<file path="src/rtl/seq_adder.sv">
// seq_adder: bit-serial-by-chunk adder. An operation adds CHUNK bits per
// clock, least significant chunk first, over N = WIDTH/CHUNK BUSY cycles.
// The result is then held in DONE until the consumer takes it.
// WIDTH must be a positive multiple of CHUNK.
// Optional feature: define SEQ_ADDER_SUB_EN to honour the sub input
// (A-B via A + ~B + 1). Without it, every operation is A+B+CIN.
module seq_adder #(
   parameter int WIDTH = 32,
   parameter int CHUNK = 8
) (
   input  logic             clk,
   input  logic             rst,
   input  logic             in_valid,
   output logic             in_ready,
   input  logic [WIDTH-1:0] a,
   input  logic [WIDTH-1:0] b,
   input  logic             cin,
   input  logic             sub,
   output logic             out_valid,
   input  logic             out_ready,
   output logic [WIDTH-1:0] sum,
   output logic             cout,
   output logic             ovf
);
   localparam int N  = WIDTH / CHUNK;
   localparam int KW = (N > 1) ? $clog2(N) : 1;

   typedef enum logic [1:0] {IDLE, BUSY, DONE} state_t;

   state_t           state_reg, state_next;
   logic [WIDTH-1:0] a_reg, b_reg, sum_reg, sum_next;
   logic [KW-1:0]    k_reg;
   logic             carry_reg, cout_reg, ovf_reg;

   logic [WIDTH-1:0] b_eff;
   logic             carry_eff;
   logic [CHUNK-1:0] a_cur, b_cur;
   logic [CHUNK:0]   chunk_sum;
   logic             last_chunk;
   logic             accept;

`ifdef SEQ_ADDER_SUB_EN
   // Subtraction is addition of the inverted operand with a forced carry-in.
   assign b_eff     = sub ? ~b : b;
   assign carry_eff = sub ? 1'b1 : cin;
`else
   logic unused_sub;
   assign b_eff      = b;
   assign carry_eff  = cin;
   assign unused_sub = sub;
`endif

   assign accept     = (state_reg == IDLE) && in_valid;
   assign last_chunk = (k_reg == KW'(N - 1));

   // Select the operand chunk addressed by the chunk index.
   always_comb begin
      a_cur = '0;
      b_cur = '0;
      for (int i = 0; i < N; i++) begin
         if (k_reg == KW'(i)) begin
            a_cur = a_reg[i*CHUNK +: CHUNK];
            b_cur = b_reg[i*CHUNK +: CHUNK];
         end
      end
   end

   assign chunk_sum = {1'b0, a_cur} + {1'b0, b_cur} + {{CHUNK{1'b0}}, carry_reg};

   // Only the active chunk's slice of the result changes; all others hold.
   generate
      for (genvar gi = 0; gi < N; gi++) begin : g_slice
         assign sum_next[gi*CHUNK +: CHUNK] =
            ((state_reg == BUSY) && (k_reg == KW'(gi))) ? chunk_sum[CHUNK-1:0]
                                                         : sum_reg[gi*CHUNK +: CHUNK];
      end
   endgenerate

   // Next-state and handshake outputs.
   always_comb begin
      state_next = state_reg;
      in_ready   = 1'b0;
      out_valid  = 1'b0;
      case (state_reg)
         IDLE: begin
            in_ready = 1'b1;
            if (in_valid) state_next = BUSY;
         end
         BUSY: begin
            if (last_chunk) state_next = DONE;
         end
         DONE: begin
            out_valid = 1'b1;
            if (out_ready) state_next = IDLE;
         end
         default: state_next = IDLE;
      endcase
   end

   // State register.
   always_ff @(posedge clk) begin
      if (rst) state_reg <= IDLE;
      else     state_reg <= state_next;
   end

   // Operand capture, per-chunk carry chain and result registers.
   always_ff @(posedge clk) begin
      if (rst) begin
         a_reg     <= '0;
         b_reg     <= '0;
         k_reg     <= '0;
         carry_reg <= 1'b0;
         sum_reg   <= '0;
         cout_reg  <= 1'b0;
         ovf_reg   <= 1'b0;
      end else begin
         sum_reg <= sum_next;
         if (accept) begin
            a_reg     <= a;
            b_reg     <= b_eff;
            carry_reg <= carry_eff;
            k_reg     <= '0;
         end else if (state_reg == BUSY) begin
            carry_reg <= chunk_sum[CHUNK];
            k_reg     <= last_chunk ? '0 : k_reg + KW'(1);
            if (last_chunk) begin
               cout_reg <= chunk_sum[CHUNK];
               // Signed overflow: equal operand signs, result sign differs.
               ovf_reg  <= (a_reg[WIDTH-1] == b_reg[WIDTH-1]) &&
                           (chunk_sum[CHUNK-1] != a_reg[WIDTH-1]);
            end
         end
      end
   end

   assign sum  = sum_reg;
   assign cout = cout_reg;
   assign ovf  = ovf_reg;

endmodule

</file>
<file path="config.mk">
export PLATFORM = sky130hd
export DESIGN_NAME = seq_adder
export DESIGN_NICKNAME = d
export VERILOG_FILES = /design/src/rtl/seq_adder.sv
export SDC_FILE = /design/constraint.sdc
export NUM_CORES = 1
export LEC_CHECK = 0
export CORE_AREA = 3 3 97 99
export CTS_CLUSTER_SIZE = 16
export DETAILED_ROUTE_END_ITERATION = 16
export DIE_AREA = 0 0 100 102
export MAX_ROUTING_LAYER = met4
export PLACE_DENSITY = 0.85
export SYNTH_ARGS = -nofsm -noshare
export SYNTH_HDL_FRONTEND = slang
export SYNTH_SLANG_ARGS = --single-unit
</file>
<file path="constraint.sdc">
create_clock -name clk -period 6.9 [get_ports clk]
set_input_delay 1.725 -clock clk [delete_from_list [all_inputs] [get_ports clk]]
set_output_delay 1.725 -clock clk [all_outputs]
set_load 0.005 [all_outputs]
</file>
==> results.md, run 1 <==
- The run finished with clean final reports.
- The path category of the worst min-delay check is reg2reg.
- The ratio of cells with drive above 1 in the final layout is 4.106%.
- The final wirelength is 11390 um.
- The aggregate global-route resource usage is 22.94%.
- The count of distinct cell types in the synthesized netlist is 40.
- The routed design could run at a clock period as short as 3.844 ns.
- The critical path starts at k_reg[1].
- The end point of the most critical hold path is b_reg[19].
- By startpoint and endpoint, the worst setup path is classified as reg2reg.
- The maximum resistive drop on vdd is 87.84 uV.
- The area used by multi-input combinational logic is 2297 sq um.
- The overall die width is 100 um.
- By count the netlist is led by sky130_fd_sc_hd__nand2_1 (185), sky130_fd_sc_hd__a21oi_1 (122), sky130_fd_sc_hd__dfxtp_1 (103).
- Along the worst hold path, the cell count comes to 2.
- Counting flops with a built-in enable in the synthesized netlist gives 0.
- Data on the critical path arrives at its endpoint at 4.11 ns.
- Post-CTS timing repair inserted 0 buffers for setup.
- The library cell with the largest summed area after synthesis is sky130_fd_sc_hd__dfxtp_1.
- The number of routed nets with antenna violations is 0.
- The number of endpoints with negative hold slack in the final report is 0.
- The sum of overflow across all layers after global routing is 0.
- The number of antenna violations at the first check in global routing was 0.
- In this run the worst path has a maximum fanout of 34.
- The HPWL reported at the end of detailed placement is 8100 um.
- Setup repair after global routing left no endpoint under its margin.
- The max-slew violation count is 0.
- The number of cells on the worst reg-to-reg path is 14.
- The latest clock arrival within the worst-skew pair is 0.37 ns.
- Entering global routing, the biggest net connects 108 pins.
- The startpoint of the worst-slack reg-to-reg timing path is k_reg[1].
- Summed over all failing endpoints, the final setup total negative slack is 0 ns.
- The final clock period utilization by the worst path is 55.72%.
- Among all flip-flop cells after synthesis, the most frequent one is sky130_fd_sc_hd__dfxtp_1.
- In this run the register-to-register setup slack is 3.06 ns.
- Dividing the synthesized area by the synthesized cell count gives 7.573 sq um.
- The sequential-to-total area share from yosys stat is 45.00%.
- Counting the fill cells in the layout gives 757.
- The count of vias placed by the detailed router is 4326.
- The hold path startpoint is b_reg[19].
- Across the routed clock network, the largest skew measured is 0.01383 ns.
- The top-level I/O count is 106.
- After synthesis the cells add up to 4582 sq um.
- Relative to the synthesized area, the layout overhead comes to 26.05%.
- STA classifies the critical path startpoint as a flop.
- Synthesis produced 605 cells.
- The number of vias per cell after detailed routing is 5.476.
- The number of global-route vias before repair is 3974.
- The net count after synthesis is 688.
- The effective utilization at floorplan is 53.06%.
- Dividing total power by cell area gives a power density of 212.0 nW/um^2.
- Derived from the worst setup path, the maximum achievable clock frequency is 260.1 MHz.
- At the worst endpoint, the required time is 7.17 ns.
- The wire length of the first global-routing pass is 18490 um.
- STA classifies the critical path endpoint as a flop.
- Once placement finished, the instance area stood at 5568 sq um.
- The final layout contains 760 nets.
- After synthesis, the cell types taking the most area are sky130_fd_sc_hd__dfxtp_1 (45%), sky130_fd_sc_hd__nand2_1 (15%), sky130_fd_sc_hd__a21oi_1 (13%).
- The completed layout was analyzed and its total power is 1.224 mW.
- The floorplan die height is 102 um.
- The Yosys step of the flow raised 0 warnings.
- After synthesis, the largest area contributor takes up 45.00% of total cell area.
- The die area is 10200 sq um.
- The number of gates resized after CTS was 0.
- The CTS tree is done.
- After the first detailed-routing iteration, the DRC count stood at 248.
- The maximum level of the CTS H-tree is 3.
- The number of hold buffers added after CTS was 0.
- In this run, synthesis produced a sequential element count of 103.
- Summed over all cells, the static leakage comes to 2.053 nW.
- The endpoint identified for the worst register-to-register timing path is carry_reg.
- In the post-synthesis netlist, the cell with the most instances is sky130_fd_sc_hd__nand2_1.
- In the final routed layout, each cell accounts on average for 14.42 um.
- Summing all non-filler instances in the final layout gives an area of 5776 sq um.
- TritonCTS created 9 clock buffers.
- The CTS sink count is 103.
- The number of antenna diodes in the final layout is 0.
- After detailed routing, the number of remaining DRC violations is 0.
- The sequential cell area is 2062 sq um.
- In the synthesized netlist the async set-or-reset flop fraction comes to 0%.
- Clock-pin slew was measured on the worst setup and hold paths at 0.10 ns.
- The number of port buffers is 104.
- In this run the standard cell core region covers 8636 sq um.
- The max-cap check violation count is 0.
- The maximum clock insertion buffer count is 2.
- The number of rows in the core area is 34.
- The library cell used as clock root buffer is sky130_fd_sc_hd__clkbuf_8.
- The weighted congestion reported at the end of routability-driven placement is 0.8383.
- The worst pin sits at a relative slew slack of 20.11%.
- The first detailed-routing pass ran for 5 iterations.
- At the pin with the least slew margin, the transition time is 1.194 ns.
- The setup-violating endpoint count in the final report is 0.
-- metal layers --
layer	track usage, %	vias up	share of wire [%]
met1	29.63	1978	43
li1	-	2180	-
met4	5.699	0	0.93
met3	2.730	12	6.5
met2	38.64	156	49
met5	-	-	0
-- layout make-up --
class                           instances  area share [%]
Multi-Input combinational cell        451           39.77
Sequential cell                       103           35.70
Timing Repair Buffer                  106           18.20
Clock buffer                           10           2.383
Tap cell                              108           2.340
Clock inverter                          6           1.213
Inverter                                6          0.3899
-- cell families after synthesis --
logic type	share of synthesized area, %
AO/OA/AOI/OAI	20.67
XOR/XNOR	0.3824
adder cells (fa/ha/maj)	3.878
buffers and inverters	4.942
flip-flops	45.00
AND/OR/NAND/NOR	25.12
-- placed cells by master, fill, tap and decap left out, drive strengths merged, types with 2 or more instances in the layout --
cell           Yosys  final
a21o               3      3
nand3             13     13
xnor2              2      2
and2               5      5
a211oi            13     13
a2111oi            2      2
buf               16      3
nor2b              3      3
dfxtp            103    103
clkdlybuf4s50      0    103
nor3               6      6
or3                3      3
nand2b             4      4
clkinv             0      2
nand2            186    186
a21oi            123    123
clkbuf            29     10
nand3b            20     20
clkinvlp           0      3
o21ai             17     17
nor2              24     24
inv                6      6
o31ai              4      4
ha                11     11
fa                 2      2
-- worst max path at each step --
| stage | end | slack, ns | cells after the start |
|---|---|---|---|
| floorplan | carry_reg | 3.91 | 15 |
| global placement | carry_reg | 3.21 | 13 |
| detailed placement | carry_reg | 3.12 | 13 |
| CTS | carry_reg | 3.07 | 14 |
| global route | carry_reg | 2.65 | 14 |
| finish | carry_reg | 3.06 | 14 |
-- critical path: stages (launching register included) --
cell,delay (ns)
sky130_fd_sc_hd__dfxtp_1,0.34
sky130_fd_sc_hd__inv_1,0.10
sky130_fd_sc_hd__ha_1,0.82
sky130_fd_sc_hd__nand2_1,0.11
sky130_fd_sc_hd__a21oi_1,0.22
sky130_fd_sc_hd__a21oi_1,0.07
sky130_fd_sc_hd__nor2_1,0.09
sky130_fd_sc_hd__a21oi_1,0.11
sky130_fd_sc_hd__fa_1,0.50
sky130_fd_sc_hd__fa_1,0.41
sky130_fd_sc_hd__and2b_1,0.23
sky130_fd_sc_hd__o2111ai_1,0.14
sky130_fd_sc_hd__a31oi_1,0.25
sky130_fd_sc_hd__a2111oi_0,0.09
sky130_fd_sc_hd__nor4_1,0.27
-- metrics by stage --
stage	util (%)	hold slack, ns	setup WS (ns)	std cells
finish	66.88	0.4576	3.056	790
global route	66.88	0.4816	2.646	790
CTS	66.88	0.4609	3.075	790
detailed placement	64.47	0.4481	3.115	774
global placement	64.47	0.4425	3.209	774
floorplan	-	0.4364	3.911	605
-- power breakdown --
part | switching [mW] | internal (mW)
Clock | 0.209 | 0.179
Sequential | 0.0159 | 0.624
Combinational | 0.108 | 0.0894
Total | 0.333 | 0.892
(Power assumes the default switching activity.)
==> run 2: changes to the inputs <==
Settings changed: CORE_AREA 3 3 97 99 to 3 3 100 102, DIE_AREA 0 0 100 102 to 0 0 103 105, PLACE_DENSITY 0.85 to 0.81.
Clock period 6.9 ns to 3.8 ns, I/O delays scaled along.
==> results.md, run 2 (same netlist as run 1, synthesis figures left out) <==
- The switching share of power came to 25.19% (was 27.16%).
- The average wire length per cell after detail routing is 14.64 um (was 14.42 um).
- The number of global-route vias before repair came to 4176 (was 3974).
- The final layout net count is 769 (was 760).
- The number of antenna violations at the first check in global routing is 0 (unchanged).
- The data arrival time of the worst path came to 3.54 ns (was 4.11 ns).
- The power per cell area is 401.5 nW/um^2 (was 212.0 nW/um^2).
- The aggregate global-route resource usage came to 22.84% (was 22.94%).
- Outcome: completed (unchanged).
- The portion of total power attributed to the clock network is 35.7% (was 31.7%).
- The switching component of the power was 0.5976 mW (was 0.3325 mW).
- The worst slack on hold paths is 0.4584 ns (was 0.4576 ns).
- The startpoint of the worst-slack reg-to-reg timing path is k_reg[1] (unchanged).
- The relative area change from synthesis to final layout is 28.97% (was 26.05%).
- The overall die width was 103 um (was 100 um).
- The count of vias placed by the detailed router is 4404 (was 4326).
- The worst clock skew came to 0.01035 ns (was 0.01383 ns).
- The maximum resistive drop on vdd is 238.9 uV (was 87.84 uV).
- The number of routed nets with antenna violations came to 0 (unchanged).
- The weighted congestion reported at the end of routability-driven placement was 0.8589 (was 0.8383).
- The area of the core region came to 9196 sq um (was 8636 sq um).
- The worst slew margin relative to its limit is 43.81% (was 20.11%).
- The combinational power share is 15.3% (was 16.1%).
- The register clock-pin slew on the reported worst setup and hold paths is 0.10 ns (about the same).
- The filler cell count was 809 (was 757).
- The latest clock arrival within the worst-skew pair is 0.37 ns (about the same).
- The violation count after the first detailed-route iteration is 169 (was 248).
- Commonest non-fill, non-tap cells in the layout: sky130_fd_sc_hd__nand2_1 (184), sky130_fd_sc_hd__a21oi_1 (122), sky130_fd_sc_hd__dfxtp_1 (103), sky130_fd_sc_hd__clkdlybuf4s50_1 (103), sky130_fd_sc_hd__nor2_1 (24) (unchanged).
- The CTS sink count came to 103 (unchanged).
- The largest net degree at the start of global routing is 47 (was 108).
- The count of non-filler cells in the finished layout is 802 (was 790).
- The internal cell power is 1.775 mW (was 0.8919 mW).
- The startpoint type of the worst setup path was a flop (unchanged).
- The antenna diode instance count is 0 (unchanged).
- The worst flop-to-flop path endpoint is cout (was carry_reg).
- The static leakage is 2.136 nW (was 2.053 nW).
- The library cell used as clock root buffer is sky130_fd_sc_hd__clkbuf_8 (unchanged).
- The number of rows in the core area is 35 (was 34).
- The ratio of cells with drive above 1 in the final layout came to 5.499% (was 4.106%).
- The maximum fanout along the worst path is 21 (was 34).
- The area used by multi-input combinational logic is 2300 sq um (was 2297 sq um).
- The number of port buffers is 104 (unchanged).
- The wire length of the first global-routing pass is 19400 um (was 18490 um).
- Setup repair after global routing missed its margin: false (unchanged).
- The number of endpoints with negative hold slack in the final report is 0 (unchanged).
- The hold-fix buffer count after cts is 0 (unchanged).
- The maximum level of the CTS H-tree is 3 (unchanged).
- The depth of the worst register-to-register path is 13 (was 14).
- The sum of overflow across all layers after global routing is 0 (unchanged).
- The type of the worst setup path is reg2reg (unchanged).
- The worst-case setup slack after placement is 0.3496 ns (was 3.115 ns).
- The final wirelength is 11740 um (was 11390 um).
- The required time at the endpoint of the critical path is 4.02 ns (was 7.17 ns).
- The die area is 10820 sq um (was 10200 sq um).
- The maximum clock insertion buffer count is 2 (unchanged).
- The number of vias per cell after detailed routing came to 5.491 (was 5.476).
- The top-level I/O count is 106 (unchanged).
- The sequential cell area is 2062 sq um (unchanged).
- The post-route DRC violation count is 0 (unchanged).
- The number of buffers inserted during clock tree synthesis came to 9 (unchanged).
- The power share of the sequential group is 49.0% (was 52.2%).
- The critical path capture point type is a flop (unchanged).
- The floorplan die height is 105 um (was 102 um).
- The CTS tree is done (unchanged).
- The max-slew violation count came to 0 (unchanged).
- The transition at the pin with the smallest max-transition slack was 0.8429 ns (was 1.194 ns).
- The post-route total power was 2.373 mW (was 1.224 mW).
- The max-cap check violation count came to 0 (unchanged).
- The setup total negative slack is 0 ns (unchanged).
- The path category of the worst min-delay check was reg2reg (unchanged).
- The buffers inserted during post-CTS setup optimization came to 0 (unchanged).
- The final clock period utilization by the worst path is 87.28% (was 55.72%).
- The number of optimization iterations in the first detailed-route pass is 5 (unchanged).
- The setup-violating endpoint count in the final report was 0 (unchanged).
- The most common library cell in the layout ignoring fill and taps is sky130_fd_sc_hd__nand2_1 (unchanged).
- The HPWL reported at the end of detailed placement is 8657 um (was 8100 um).
- The worst setup path endpoint is cout (was carry_reg).
- The count of placed standard cells including taps is 786 (was 774).
- The shortest clock period the worst path allows after layout is 3.317 ns (was 3.844 ns).
- The worst setup path startpoint is k_reg[1] (unchanged).
- The effective utilization at floorplan is 49.82% (was 53.06%).
- The reg2reg setup slack is 0.48 ns (was 3.06 ns).
- The achievable clock frequency is 301.5 MHz (was 260.1 MHz).
- The setup slack of the critical path after layout is 0.4832 ns (was 3.056 ns).
-- run 2: cell types whose count changed in the layout (fill, tap and decap cells not counted), sizes merged --
cell | before | now
clkinvlp | 3 | 0
bufinv | 1 | 3
clkbuf | 10 | 11
buf | 3 | 12
-- run 2: metrics by stage --
step,instance area (sq um),utilization [%]
5_1_grt,5909,64.26
2_1_floorplan,4582,-
4_1_cts,5907,64.23
6_report,5909,64.26
3_3_place_gp,5652,61.46
3_5_place_dp,5652,61.46
-- run 2: timing repair --
action                                  4_1_cts  5_1_grt
resized for setup                             0        1
hold endpoints to repair                      0        0
endpoints found under the setup margin        0        3
-- run 2: area by class of cell --
cell class	instances	share of cell area, %
Clock buffer	11	2.562
Clock inverter	5	1.757
Inverter	6	0.3811
Tap cell	111	2.350
Sequential cell	103	34.89
Multi-Input combinational cell	451	38.92
Timing Repair Buffer	115	19.14
-- run 2: per-layer routing --
metal | global-route usage (%) | up-vias | part of all wire (%)
li1 | - | 2190 | -
met1 | 31.20 | 2054 | 46
met2 | 34.23 | 140 | 47
met3 | 3.471 | 20 | 5.5
met4 | 8.141 | 0 | 2.0
met5 | - | - | 0
-- run 2: critical path, cell delays in order (launching register included) --
cell,delay (ns)
sky130_fd_sc_hd__dfxtp_1,0.34
sky130_fd_sc_hd__inv_1,0.11
sky130_fd_sc_hd__ha_2,0.44
sky130_fd_sc_hd__buf_4,0.26
sky130_fd_sc_hd__nand2_1,0.07
sky130_fd_sc_hd__a21oi_1,0.12
sky130_fd_sc_hd__a21oi_1,0.06
sky130_fd_sc_hd__o21ai_0,0.31
sky130_fd_sc_hd__ha_1,0.35
sky130_fd_sc_hd__and2b_1,0.19
sky130_fd_sc_hd__o2111ai_1,0.24
sky130_fd_sc_hd__a31oi_1,0.14
sky130_fd_sc_hd__a2111oi_0,0.42
sky130_fd_sc_hd__nor3_1,0.09
-- run 2: how the worst min path moves through the flow --
stage	depth (start not counted)	start	slack, ns	end
floorplan	2	a_reg[0]	0.44	a_reg[0]
global placement	2	sum[18]	0.44	sum[18]
detailed placement	2	b_reg[29]	0.45	b_reg[29]
CTS	2	b_reg[29]	0.46	b_reg[29]
global route	2	b_reg[16]	0.48	b_reg[16]
finish	2	b_reg[29]	0.46	b_reg[29]
-- run 2: power groups by stage --
stage / Clock [mW] / Combinational [mW] / Sequential, mW
floorplan: 0 / 0.220 / 1.18
global placement: 0 / 0.354 / 1.18
detailed placement: 0 / 0.361 / 1.19
CTS: 0.852 / 0.364 / 1.16
global route: 0.899 / 0.406 / 1.17
finish: 0.846 / 0.364 / 1.16
